File: src/rtl/vend_pkg.sv
// Shared state encoding, coin values and item pricing for the vending controller.
package vend_pkg;

  typedef enum logic [1:0] {IDLE, VEND, CHANGE} state_t;

  localparam int unsigned QUARTER_C = 25;
  localparam int unsigned DIME_C    = 10;
  localparam int unsigned NICKEL_C  = 5;

  function automatic int unsigned price(input int unsigned idx,
                                        input int unsigned base,
                                        input int unsigned step);
    return base + idx * step;
  endfunction

endpackage

File: src/rtl/vend_fsm_ctrl_change_maker.sv
// Greedy change dispenser: removes one coin from the credit per enabled cycle
// and keeps saturating 4-bit counts of the coins returned.
module change_maker
  import vend_pkg::*;
#(
  parameter int CREDIT_W = 7
) (
  input  logic                i_clk,
  input  logic                i_rst,
  input  logic                i_en,
  input  logic                i_clr,
  input  logic [CREDIT_W-1:0] i_credit,
  output logic [CREDIT_W-1:0] o_credit_nxt,
  output logic [3:0]          o_quarters,
  output logic [3:0]          o_dimes,
  output logic [3:0]          o_nickels
);

  logic [CREDIT_W-1:0] w_coin;
  logic [1:0]          w_sel;
  logic [3:0]          r_quarters;
  logic [3:0]          r_dimes;
  logic [3:0]          r_nickels;

  function automatic logic [3:0] sat_inc(input logic [3:0] v);
    return (v == 4'hF) ? v : v + 4'd1;
  endfunction

  always_comb begin
    w_coin = CREDIT_W'(NICKEL_C);
    w_sel  = 2'd2;
    if (i_credit >= CREDIT_W'(QUARTER_C)) begin
      w_coin = CREDIT_W'(QUARTER_C);
      w_sel  = 2'd0;
    end else if (i_credit >= CREDIT_W'(DIME_C)) begin
      w_coin = CREDIT_W'(DIME_C);
      w_sel  = 2'd1;
    end
  end

  assign o_credit_nxt = i_credit - w_coin;

  always_ff @(posedge i_clk) begin
    if (i_rst || i_clr) begin
      r_quarters <= '0;
      r_dimes    <= '0;
      r_nickels  <= '0;
    end else if (i_en) begin
      case (w_sel)
        2'd0:    r_quarters <= sat_inc(r_quarters);
        2'd1:    r_dimes    <= sat_inc(r_dimes);
        default: r_nickels  <= sat_inc(r_nickels);
      endcase
    end
  end

  assign o_quarters = r_quarters;
  assign o_dimes    = r_dimes;
  assign o_nickels  = r_nickels;

endmodule

File: src/rtl/vend_fsm_ctrl.sv
// Vending controller: coin edge detection, bounded credit, item vend and greedy change.
// Define AUTO_CHANGE_EN to return leftover credit automatically after each vend.
module vend_fsm_ctrl
  import vend_pkg::*;
#(
  parameter int NUM_ITEMS   = 4,
  parameter int BASE_PRICE  = 25,
  parameter int PRICE_STEP  = 10,
  parameter int MAX_CREDIT  = 95,
  parameter int CREDIT_W    = 7,
  parameter int VEND_CYCLES = 4
) (
  input  logic                 Clock,
  input  logic                 Reset,
  input  logic                 Quarters,
  input  logic                 Dimes,
  input  logic                 Nickles,
  input  logic [NUM_ITEMS-1:0] Buy,
  input  logic                 Refund,
  output logic [NUM_ITEMS-1:0] Vending,
  output logic [CREDIT_W-1:0]  Credit,
  output logic                 Busy,
  output logic                 Reject,
  output logic                 ChangeDone,
  output logic [3:0]           QuarterOut,
  output logic [3:0]           DimeOut,
  output logic [3:0]           NickelOut
);

  localparam int PW    = CREDIT_W + 1;
  localparam int CNT_W = (VEND_CYCLES > 1) ? $clog2(VEND_CYCLES) : 1;

  state_t               r_state;
  state_t               w_state_nxt;
  logic [CREDIT_W-1:0]  r_credit;
  logic [CREDIT_W-1:0]  w_credit_nxt;
  logic [NUM_ITEMS-1:0] r_vending;
  logic [NUM_ITEMS-1:0] w_vending_nxt;
  logic [CNT_W-1:0]     r_cnt;
  logic [CNT_W-1:0]     w_cnt_nxt;
  logic                 r_reject;
  logic                 w_reject_nxt;
  logic                 r_done;
  logic                 w_done_nxt;
  logic                 r_q_prev;
  logic                 r_d_prev;
  logic                 r_n_prev;
  logic                 w_q_edge;
  logic                 w_d_edge;
  logic                 w_n_edge;
  logic                 w_coin_any;
  logic [PW-1:0]        w_sum;
  logic [PW-1:0]        w_total;
  logic [PW-1:0]        w_base;
  logic [PW-1:0]        w_price;
  logic                 w_chg_clr;
  logic                 w_chg_en;
  logic [CREDIT_W-1:0]  w_chg_credit;

  assign w_q_edge   = Quarters & ~r_q_prev;
  assign w_d_edge   = Dimes    & ~r_d_prev;
  assign w_n_edge   = Nickles  & ~r_n_prev;
  assign w_coin_any = w_q_edge | w_d_edge | w_n_edge;

  assign w_sum   = (w_q_edge ? PW'(QUARTER_C) : '0)
                 + (w_d_edge ? PW'(DIME_C)    : '0)
                 + (w_n_edge ? PW'(NICKEL_C)  : '0);
  assign w_total = {1'b0, r_credit} + w_sum;

  always_comb begin
    w_price = '0;
    for (int i = 0; i < NUM_ITEMS; i++) begin
      if (Buy[i]) w_price = PW'(price(i, BASE_PRICE, PRICE_STEP));
    end
  end

  // Coins are folded into the credit before the price compare so a last coin can complete a purchase.
  always_comb begin
    w_state_nxt   = r_state;
    w_credit_nxt  = r_credit;
    w_vending_nxt = r_vending;
    w_cnt_nxt     = r_cnt;
    w_reject_nxt  = 1'b0;
    w_done_nxt    = 1'b0;
    w_chg_clr     = 1'b0;
    w_base        = {1'b0, r_credit};
    case (r_state)
      IDLE: begin
        if (w_coin_any) begin
          if (w_total <= PW'(MAX_CREDIT)) w_base = w_total;
          else                            w_reject_nxt = 1'b1;
        end
        w_credit_nxt = CREDIT_W'(w_base);
        if ($onehot(Buy)) begin
          if (w_base >= w_price) begin
            w_credit_nxt  = CREDIT_W'(w_base - w_price);
            w_state_nxt   = VEND;
            w_vending_nxt = Buy;
            w_cnt_nxt     = CNT_W'(VEND_CYCLES - 1);
          end else begin
            w_reject_nxt = 1'b1;
          end
        end else if (Refund && (w_base != '0)) begin
          w_state_nxt = CHANGE;
          w_chg_clr   = 1'b1;
        end
      end
      VEND: begin
        w_reject_nxt = w_coin_any;
        if (r_cnt == '0) begin
          w_vending_nxt = '0;
`ifdef AUTO_CHANGE_EN
          if (r_credit != '0) begin
            w_state_nxt = CHANGE;
            w_chg_clr   = 1'b1;
          end else begin
            w_state_nxt = IDLE;
          end
`else
          w_state_nxt = IDLE;
`endif
        end else begin
          w_cnt_nxt = r_cnt - 1'b1;
        end
      end
      CHANGE: begin
        w_reject_nxt = w_coin_any;
        if (r_credit == '0) begin
          w_state_nxt = IDLE;
          w_done_nxt  = 1'b1;
        end else begin
          w_credit_nxt = w_chg_credit;
        end
      end
      default: w_state_nxt = IDLE;
    endcase
  end

  // Edge registers reset high so a coin input held through reset is not counted.
  always_ff @(posedge Clock) begin
    if (Reset) begin
      r_state   <= IDLE;
      r_credit  <= '0;
      r_vending <= '0;
      r_cnt     <= '0;
      r_reject  <= 1'b0;
      r_done    <= 1'b0;
      r_q_prev  <= 1'b1;
      r_d_prev  <= 1'b1;
      r_n_prev  <= 1'b1;
    end else begin
      r_state   <= w_state_nxt;
      r_credit  <= w_credit_nxt;
      r_vending <= w_vending_nxt;
      r_cnt     <= w_cnt_nxt;
      r_reject  <= w_reject_nxt;
      r_done    <= w_done_nxt;
      r_q_prev  <= Quarters;
      r_d_prev  <= Dimes;
      r_n_prev  <= Nickles;
    end
  end

  assign w_chg_en = (r_state == CHANGE) && (r_credit != '0);

  change_maker #(
    .CREDIT_W(CREDIT_W)
  ) u_change_maker (
    .i_clk        (Clock),
    .i_rst        (Reset),
    .i_en         (w_chg_en),
    .i_clr        (w_chg_clr),
    .i_credit     (r_credit),
    .o_credit_nxt (w_chg_credit),
    .o_quarters   (QuarterOut),
    .o_dimes      (DimeOut),
    .o_nickels    (NickelOut)
  );

  assign Vending    = r_vending;
  assign Credit     = r_credit;
  assign Busy       = (r_state != IDLE);
  assign Reject     = r_reject;
  assign ChangeDone = r_done;

endmodule

File: config.mk
export PLATFORM = sky130hd
export DESIGN_NAME = vend_fsm_ctrl
export DESIGN_NICKNAME = d
export VERILOG_FILES = /design/src/rtl/vend_pkg.sv /design/src/rtl/vend_fsm_ctrl_change_maker.sv /design/src/rtl/vend_fsm_ctrl.sv
export SDC_FILE = /design/constraint.sdc
export NUM_CORES = 1
export LEC_CHECK = 0
export BUFFER_PORTS_ARGS = -buffer_cell sky130_fd_sc_hd__buf_2
export CAP_MARGIN = 0
export CORE_MARGIN = 2
export CORE_UTILIZATION = 50
export DETAILED_ROUTE_END_ITERATION = 8
export HOLD_SLACK_MARGIN = 0.05
export PLACE_DENSITY = 0.74
export RECOVER_POWER = 25
export SLEW_MARGIN = 20
export SYNTH_ARGS = -nofsm -noshare
export SYNTH_HDL_FRONTEND = slang
export SYNTH_SLANG_ARGS = --single-unit
File: constraint.sdc
create_clock -name Clock -period 14.92 [get_ports Clock]
set_input_delay 2.984 -clock Clock [delete_from_list [all_inputs] [get_ports Clock]]
set_output_delay 2.984 -clock Clock [all_outputs]
set_load 0.02 [all_outputs]
# Yosys cells after proc, flatten, opt, wreduce, memory -nomap -nowiden

Cells that the tools add are included.

Magnitude comparators: 4
Reductions and logical operators: 22
Multiplexer cells: 41
$add $sub $neg: 12
Bitwise logic cells: 13
Equality and inequality tests: 15

Operator list:

| operator                                                                         | number |
|---|---|
| 8-bit two-way mux                                                                | 6 |
| 7-bit two-way mux                                                                | 4 |
| 2-bit two-way mux                                                                | 10 |
| 4-bit two-way mux                                                                | 5 |
| 7-bit case mux with 2 select lines                                               | 1 |
| 7-bit subtractor                                                                 | 2 |
| 4-bit by 1-bit adder with 4-bit output, second input constant                    | 3 |
| 4-bit == test, second input constant                                             | 3 |
| 2-bit != test, second input constant                                             | 6 |
| 4-bit AND reduction                                                              | 3 |
| 5-bit two-way mux                                                                | 2 |
| 3-bit AND reduction                                                              | 3 |
| 7-bit by 7-bit adder with 8-bit output                                           | 1 |
| 8-bit >= comparator                                                              | 1 |
| 8-bit by 7-bit less-or-equal comparator with 1-bit output, second input constant | 1 |
| 1-bit two-way mux                                                                | 8 |
| 1-bit NOT                                                                        | 8 |
| 4-bit case mux with 2 select lines                                               | 1 |
| 8-bit nonzero test                                                               | 1 |
| 6-bit by 3-bit adder with 7-bit output                                           | 1 |
| 7-bit by 4-bit >= comparator with 1-bit output, second input constant            | 1 |
| 7-bit by 5-bit >= comparator with 1-bit output, second input constant            | 1 |
| 7-bit zero test                                                                  | 1 |
| 7-bit nonzero test                                                               | 1 |
| 20 further kinds                                                                 | 33 |

Bits in registers: 32
Logic and storage cells: 119

# Longest topological paths before layout

Depth in word-level cells: 16
Mapped depth: 23

# Hierarchy

Synthesis repeated with hierarchy kept, for this count alone.

Cell total of the unflattened synthesis: 368
Area, all modules: 3088.0 sq um

By module, submodules not included:

| module        | cells each | times used | sequential area each (sq um) | area each (sq um) |
|---|---|---|---|---|
| vend_fsm_ctrl | 263        | 1          | 400.4                        | 2183.3 |
| change_maker  | 105        | 1          | 240.2                        | 904.6 |

# Worst setup path before layout

OpenSTA, ideal clock, no wires.

Path type: input port to flip-flop
Start point: in Quarters
End point: reg r_credit[0], in the netlist Credit[0]
Setup time: 0.075 ns
Stages: 21
Required time: 14.845 ns
Arrival: 7.173 ns
Path slack: 7.672 ns
Cells stage by stage: nor2b_4 -> buf_6 -> xnor2_1 -> ha_1 -> a21o_1 -> ha_1 -> fa_1 -> nand3_1 -> and2_1 -> nand4_2 -> nand2_4 -> mux2_2 -> ha_1 -> a21o_1 -> and4_1 -> a311oi_2 -> o31ai_4 -> o21ai_2 -> buf_6 -> mux2_4 -> o22ai_1

Longest elaborated chain between the ends: 13
Elaborated cells between the ends (all ways): 16
Classes of those cells: add/sub: 4; order compare: 2; mux: 7; bitwise: 3

Ends and longest elaborated chain:

| what                                                           | line                                     | source |
|---|---|---|
| start: declaration                                             | vend_fsm_ctrl.sv:15                      | `input logic Quarters,` |
| 1-bit bitwise AND *                                            | vend_fsm_ctrl.sv:60                      | `assign w_q_edge = Quarters & ~r_q_prev;` |
| 5-bit two-way mux                                              | vend_fsm_ctrl.sv:65                      | `assign w_sum = (w_q_edge ? PW'(QUARTER_C) : '0)` |
| 5-bit by 4-bit adder with 6-bit output                         | vend_fsm_ctrl.sv:66                      | `+ (w_d_edge ? PW'(DIME_C) : '0)` |
| 6-bit by 3-bit adder with 7-bit output                         | vend_fsm_ctrl.sv:67                      | `+ (w_n_edge ? PW'(NICKEL_C) : '0);` |
| 7-bit by 7-bit adder with 8-bit output                         | vend_fsm_ctrl.sv:68                      | `assign w_total = {1'b0, r_credit} + w_sum;` |
| 8-bit by 7-bit less-or-equal comparator with 1-bit output      | vend_fsm_ctrl.sv:90                      | `if (w_total <= PW'(MAX_CREDIT)) w_base = w_total;` |
| 8-bit two-way mux                                              | vend_fsm_ctrl.sv:90                      |  |
| 8-bit two-way mux *                                            | vend_fsm_ctrl.sv:89                      | `if (w_coin_any) begin` |
| 8-bit two-way mux *                                            | vend_fsm_ctrl.sv:87                      | `case (r_state)` |
| 7-bit subtractor / 8-bit >= comparator (equally long branches) | vend_fsm_ctrl.sv:96, vend_fsm_ctrl.sv:95 |  |
| 7-bit two-way mux                                              | vend_fsm_ctrl.sv:95                      | `if (w_base >= w_price) begin` |
| 7-bit two-way mux *                                            | vend_fsm_ctrl.sv:94                      | `if ($onehot(Buy)) begin` |
| 7-bit case mux with 2 select lines *                           | vend_fsm_ctrl.sv:87                      |  |
| end signal: assignment                                         | vend_fsm_ctrl.sv:153                     | `r_credit <= w_credit_nxt;` |
| end: declaration                                               | vend_fsm_ctrl.sv:35                      | `logic [CREDIT_W-1:0] r_credit;` |

Every way passes the cells marked *; elsewhere a longest branch is shown, timed or not. The select of a mux whose other input is x is not followed.
A chain may end at the register's enable or synchronous reset.

# Worst setup path in the final report

Start point: in Quarters
End point: reg r_credit[1], in the netlist Credit[1]

Same word-level chain as after synthesis.

==> results_dict.tcl <==
set metrics [dict create \
    outcome "finished, final reports clean" \
    detailroute.via_count 2533 \
    routabilityCongestion 0.904 \
    crit_path_top_delay_cell "sky130_fd_sc_hd__o21ai_2" \
    ir_worst_vdd_v 0.0000970 \
    timing.critical_path.fanout_max 12 \
    synth_seq_area_share 0.226 \
    post_cts_resized 0 \
    timing.critical_path.required_ns 15.12 \
    viasPerCell 5.77 \
    worstPathCellList "buf_2 -> nor2b_4 -> xnor2_1 -> ha_1 -> a21o_1 -> ha_1 -> fa_1 -> nand3_1 -> and2_1 -> nand4_2 -> nand2_4 -> mux2i_1 -> ha_1 -> fa_1 -> inv_1 -> a21o_1 -> and4_1 -> a311oi_2 -> o31ai_4 -> o21ai_2 -> mux2_2 -> o22ai_1" \
    htree_num_levels 2 \
    setup_total_negative_slack_ns 0 \
    global_route_wire_length_before_repair_um 11700 \
    hpwlAfterDp_um 5370 \
    clock-root-buffer "sky130_fd_sc_hd__clkbuf_8" \
    syn-num-nets 377 \
    layout_worst_path_cycle_share 0.519 \
    synth_area_per_cell_um2 8.48 \
    netlist_top_cells_area "sky130_fd_sc_hd__dfxtp_1 (23%), sky130_fd_sc_hd__ha_1 (13%), sky130_fd_sc_hd__xnor2_1 (4.0%), sky130_fd_sc_hd__inv_1 (3.8%), sky130_fd_sc_hd__nor2_1 (3.8%)" \
    synth_most_common_cell "sky130_fd_sc_hd__dfxtp_1" \
    detail-route-antenna-nets 0 \
    critical_path.endpoint_type "register" \
    clk_transition_reported_paths_ns 0.06 \
    floorplan.initialDensity 0.517 \
    core.rowCount 27 \
    number_of_antenna_violations_at_the_first_check_in_global_routing 0 \
    die_y_um 79.3 \
    number_of_global_route_vias_before_repair 2509 \
    max-clock-path-buffers 2 \
    reg2reg_to "Credit[1]" \
    rrSetupSlack_ns 9.58 \
    pre_cts_ws_ns 6.92 \
    1st_iter_drt_viols 142 \
    antenna-diode-count 0 \
    max_freq_mhz 129 \
    clock_tree_from_tritoncts "yes" \
    synth_area_mm2 0.00283 \
    clkSinkCount 32 \
    synth-edff-count 0 \
    drt-pass1-iter-count 4 \
    synth_commonest_cells "sky130_fd_sc_hd__dfxtp_1 (32), sky130_fd_sc_hd__ha_1 (29), sky130_fd_sc_hd__inv_1 (29), sky130_fd_sc_hd__nor2_1 (29), sky130_fd_sc_hd__nand2_1 (19)" \
    placeableCoreArea_mm2 0.00547 \
    cts_hold_bufs 0 \
    synth-seq-cells 32 \
    drv_slew 0 \
    netlist.top_cell.by_area "sky130_fd_sc_hd__dfxtp_1" \
    final_hold_violation_count 0 \
    setup_violations 0 \
    synthDominantCellAreaShare 0.226 \
    yosysWarnings 0 \
    yosysUniqueCellTypes 66 \
    finalClockSkew_ns 0.00910 \
    tightestPinTransition_ns 0.960 \
    syn_inst 334 \
    p_leak_nw 1.38 \
    critPathArrivalTime_ns 7.94 \
    portBuffers 35 \
    worstSetupStartpointType "primary input" \
    worstHoldPathType "register to register" \
    grt.total_usage 0.236 \
    synth_ff_type "sky130_fd_sc_hd__dfxtp_1" \
    most_frequent_cell_on_the_critical_path "sky130_fd_sc_hd__ha_1" \
    min_path_cells 2 \
    grt_remaining_overflow 0 \
    total_power_mw 0.537 \
    layout_min_cycle_time_ns 7.75 \
    asyncSetResetFlopFracSynth 0 \
    rr_worst_depth 21 \
    dieWidth_um 79.3 \
    io_pins 36 \
    min-delay-start "Vending[0]" \
    drt-total-wl_um 6860 \
    cts_setup_buffers 0 \
    syn2layout_area_growth_pct 10.3 \
    setup.worst_path.class "primary input to register" \
    pwr_density_cell_mw_per_mm2 172 \
    worst_slew_margin_rel 0.360 \
    critical-path-max-stage-delay_ns 0.61 \
    destination_of_the_worst_hold_path "Vending[0]" \
    grt_start_max_net_pins 19 \
    route.detailed.wl_per_inst_um 15.6 \
    tritoncts.num_buffers 5 \
    setup_repair_after_global_routing_missed_its_margin "false" \
    maxCapViolations 0 \
    finalNetCount 409 \
    worst_r2r_startpoint "Credit[0]" \
    setup_slack_ns 7.17 \
    clock_latency_ns 0.29 \
    die_area_mm2 0.00628 \
    post_route_cells_drive_above_1_share 0.161 \
    drt_drc_violations_left 0 \
]
[per-layer routing]
metal / up-vias / wire (µm) / global-route usage
li1: 1249 / - / -
met1: 1206 / 3060 / 0.287
met2: 65 / 3370 / 0.408
met3: 13 / 290 / 0.0432
met4: 0 / 140 / 0.0966
met5: - / 0 / 0
[critical path, delay by kind of cell]
kind / cells / cell delay (ns)
AO/OA/AOI/OAI: 6 / 1.59
adder cells (fa/ha/maj): 5 / 1.28
AND/OR/NAND/NOR: 6 / 1.14
multiplexers: 2 / 0.68
buffers and inverters: 2 / 0.15
XOR/XNOR: 1 / 0.09
[report_power, final]
| group | total [mW] | switching [mW] | internal [mW] |
|---|---|---|---|
| Combinational | 0.346 | 0.211 | 0.135 |
| Sequential | 0.121 | 0.0213 | 0.0999 |
| Clock | 0.0700 | 0.0326 | 0.0375 |
| Total | 0.537 | 0.265 | 0.272 |
[cells by family (layout without fill, tap and decap cells)]
| family | after synthesis | after routing | share of synthesized area |
|---|---|---|---|
| adder cells (fa/ha/maj) | 34 | 34 | 0.160 |
| flip-flops | 32 | 32 | 0.226 |
| XOR/XNOR | 23 | 23 | 0.0711 |
| buffers and inverters | 40 | 73 | 0.0583 |
| multiplexers | 15 | 15 | 0.0583 |
| AO/OA/AOI/OAI | 81 | 81 | 0.219 |
| AND/OR/NAND/NOR | 109 | 109 | 0.207 |
[area by class of cell]
| class | count | area, µm² |
|---|---|---|
| sequential | 32 | 641 |
| timing repair buffer | 35 | 161 |
| clock buffer | 7 | 86.3 |
| inverter | 30 | 113 |
| tap | 72 | 90.1 |
| multi-input combinational | 262 | 2030 |
| clock inverter | 1 | 7.51 |
| fill | 514 | 2350 |
[worst max path at each step]
stage | startpoint | to
floorplan | Quarters | Credit[0]
global placement | Quarters | r_cnt[0]
detailed placement | Quarters | r_cnt[0]
CTS | Quarters | r_cnt[0]
global route | Quarters | r_cnt[0]
finish | Quarters | Credit[1]
[state kept, by name (all words and copies together) (netlist names)]
name and count:
r_d_prev 1, r_n_prev 1, Reject 1, u_change_maker.o_quarters 4
r_q_prev 1, u_change_maker.o_dimes 4, Credit 7, Vending 4
r_state 2, u_change_maker.o_nickels 4, ChangeDone 1, r_cnt 2
[metrics by stage]
stage,hold slack [ns],cell area [µm²],instances,util
2_1_floorplan,0.441,2830,334,-
3_3_place_gp,0.446,3040,431,0.556
3_5_place_dp,0.457,3040,431,0.556
4_1_cts,0.462,3140,439,0.573
5_1_grt,0.495,3120,439,0.571
6_report,0.461,3120,439,0.571
[placed cells by master, fill, tap and decap left out, types with 4 or more instances in the layout]
| cell type | count |
|---|---|
| sky130_fd_sc_hd__nor3_1 | 8 |
| sky130_fd_sc_hd__o21ai_0 | 14 |
| sky130_fd_sc_hd__or2_2 | 6 |
| sky130_fd_sc_hd__buf_2 | 24 |
| sky130_fd_sc_hd__nand2_1 | 19 |
| sky130_fd_sc_hd__a311oi_1 | 4 |
| sky130_fd_sc_hd__mux2i_1 | 9 |
| sky130_fd_sc_hd__inv_1 | 29 |
| sky130_fd_sc_hd__fa_1 | 4 |
| sky130_fd_sc_hd__nand2b_1 | 4 |
| sky130_fd_sc_hd__nand4_1 | 4 |
| sky130_fd_sc_hd__nor2_1 | 29 |
| sky130_fd_sc_hd__xnor2_1 | 13 |
| sky130_fd_sc_hd__mux2_2 | 4 |
| sky130_fd_sc_hd__clkbuf_8 | 6 |
| sky130_fd_sc_hd__clkbuf_1 | 12 |
| sky130_fd_sc_hd__nand3_1 | 12 |
| sky130_fd_sc_hd__and2_1 | 4 |
| sky130_fd_sc_hd__xor2_1 | 10 |
| sky130_fd_sc_hd__dfxtp_1 | 32 |
| sky130_fd_sc_hd__ha_1 | 29 |
| sky130_fd_sc_hd__o2bb2ai_1 | 4 |
| sky130_fd_sc_hd__a21o_1 | 6 |
| sky130_fd_sc_hd__nor2b_1 | 8 |
| sky130_fd_sc_hd__a21oi_1 | 16 |
Power figures use the tool's default switching activity.
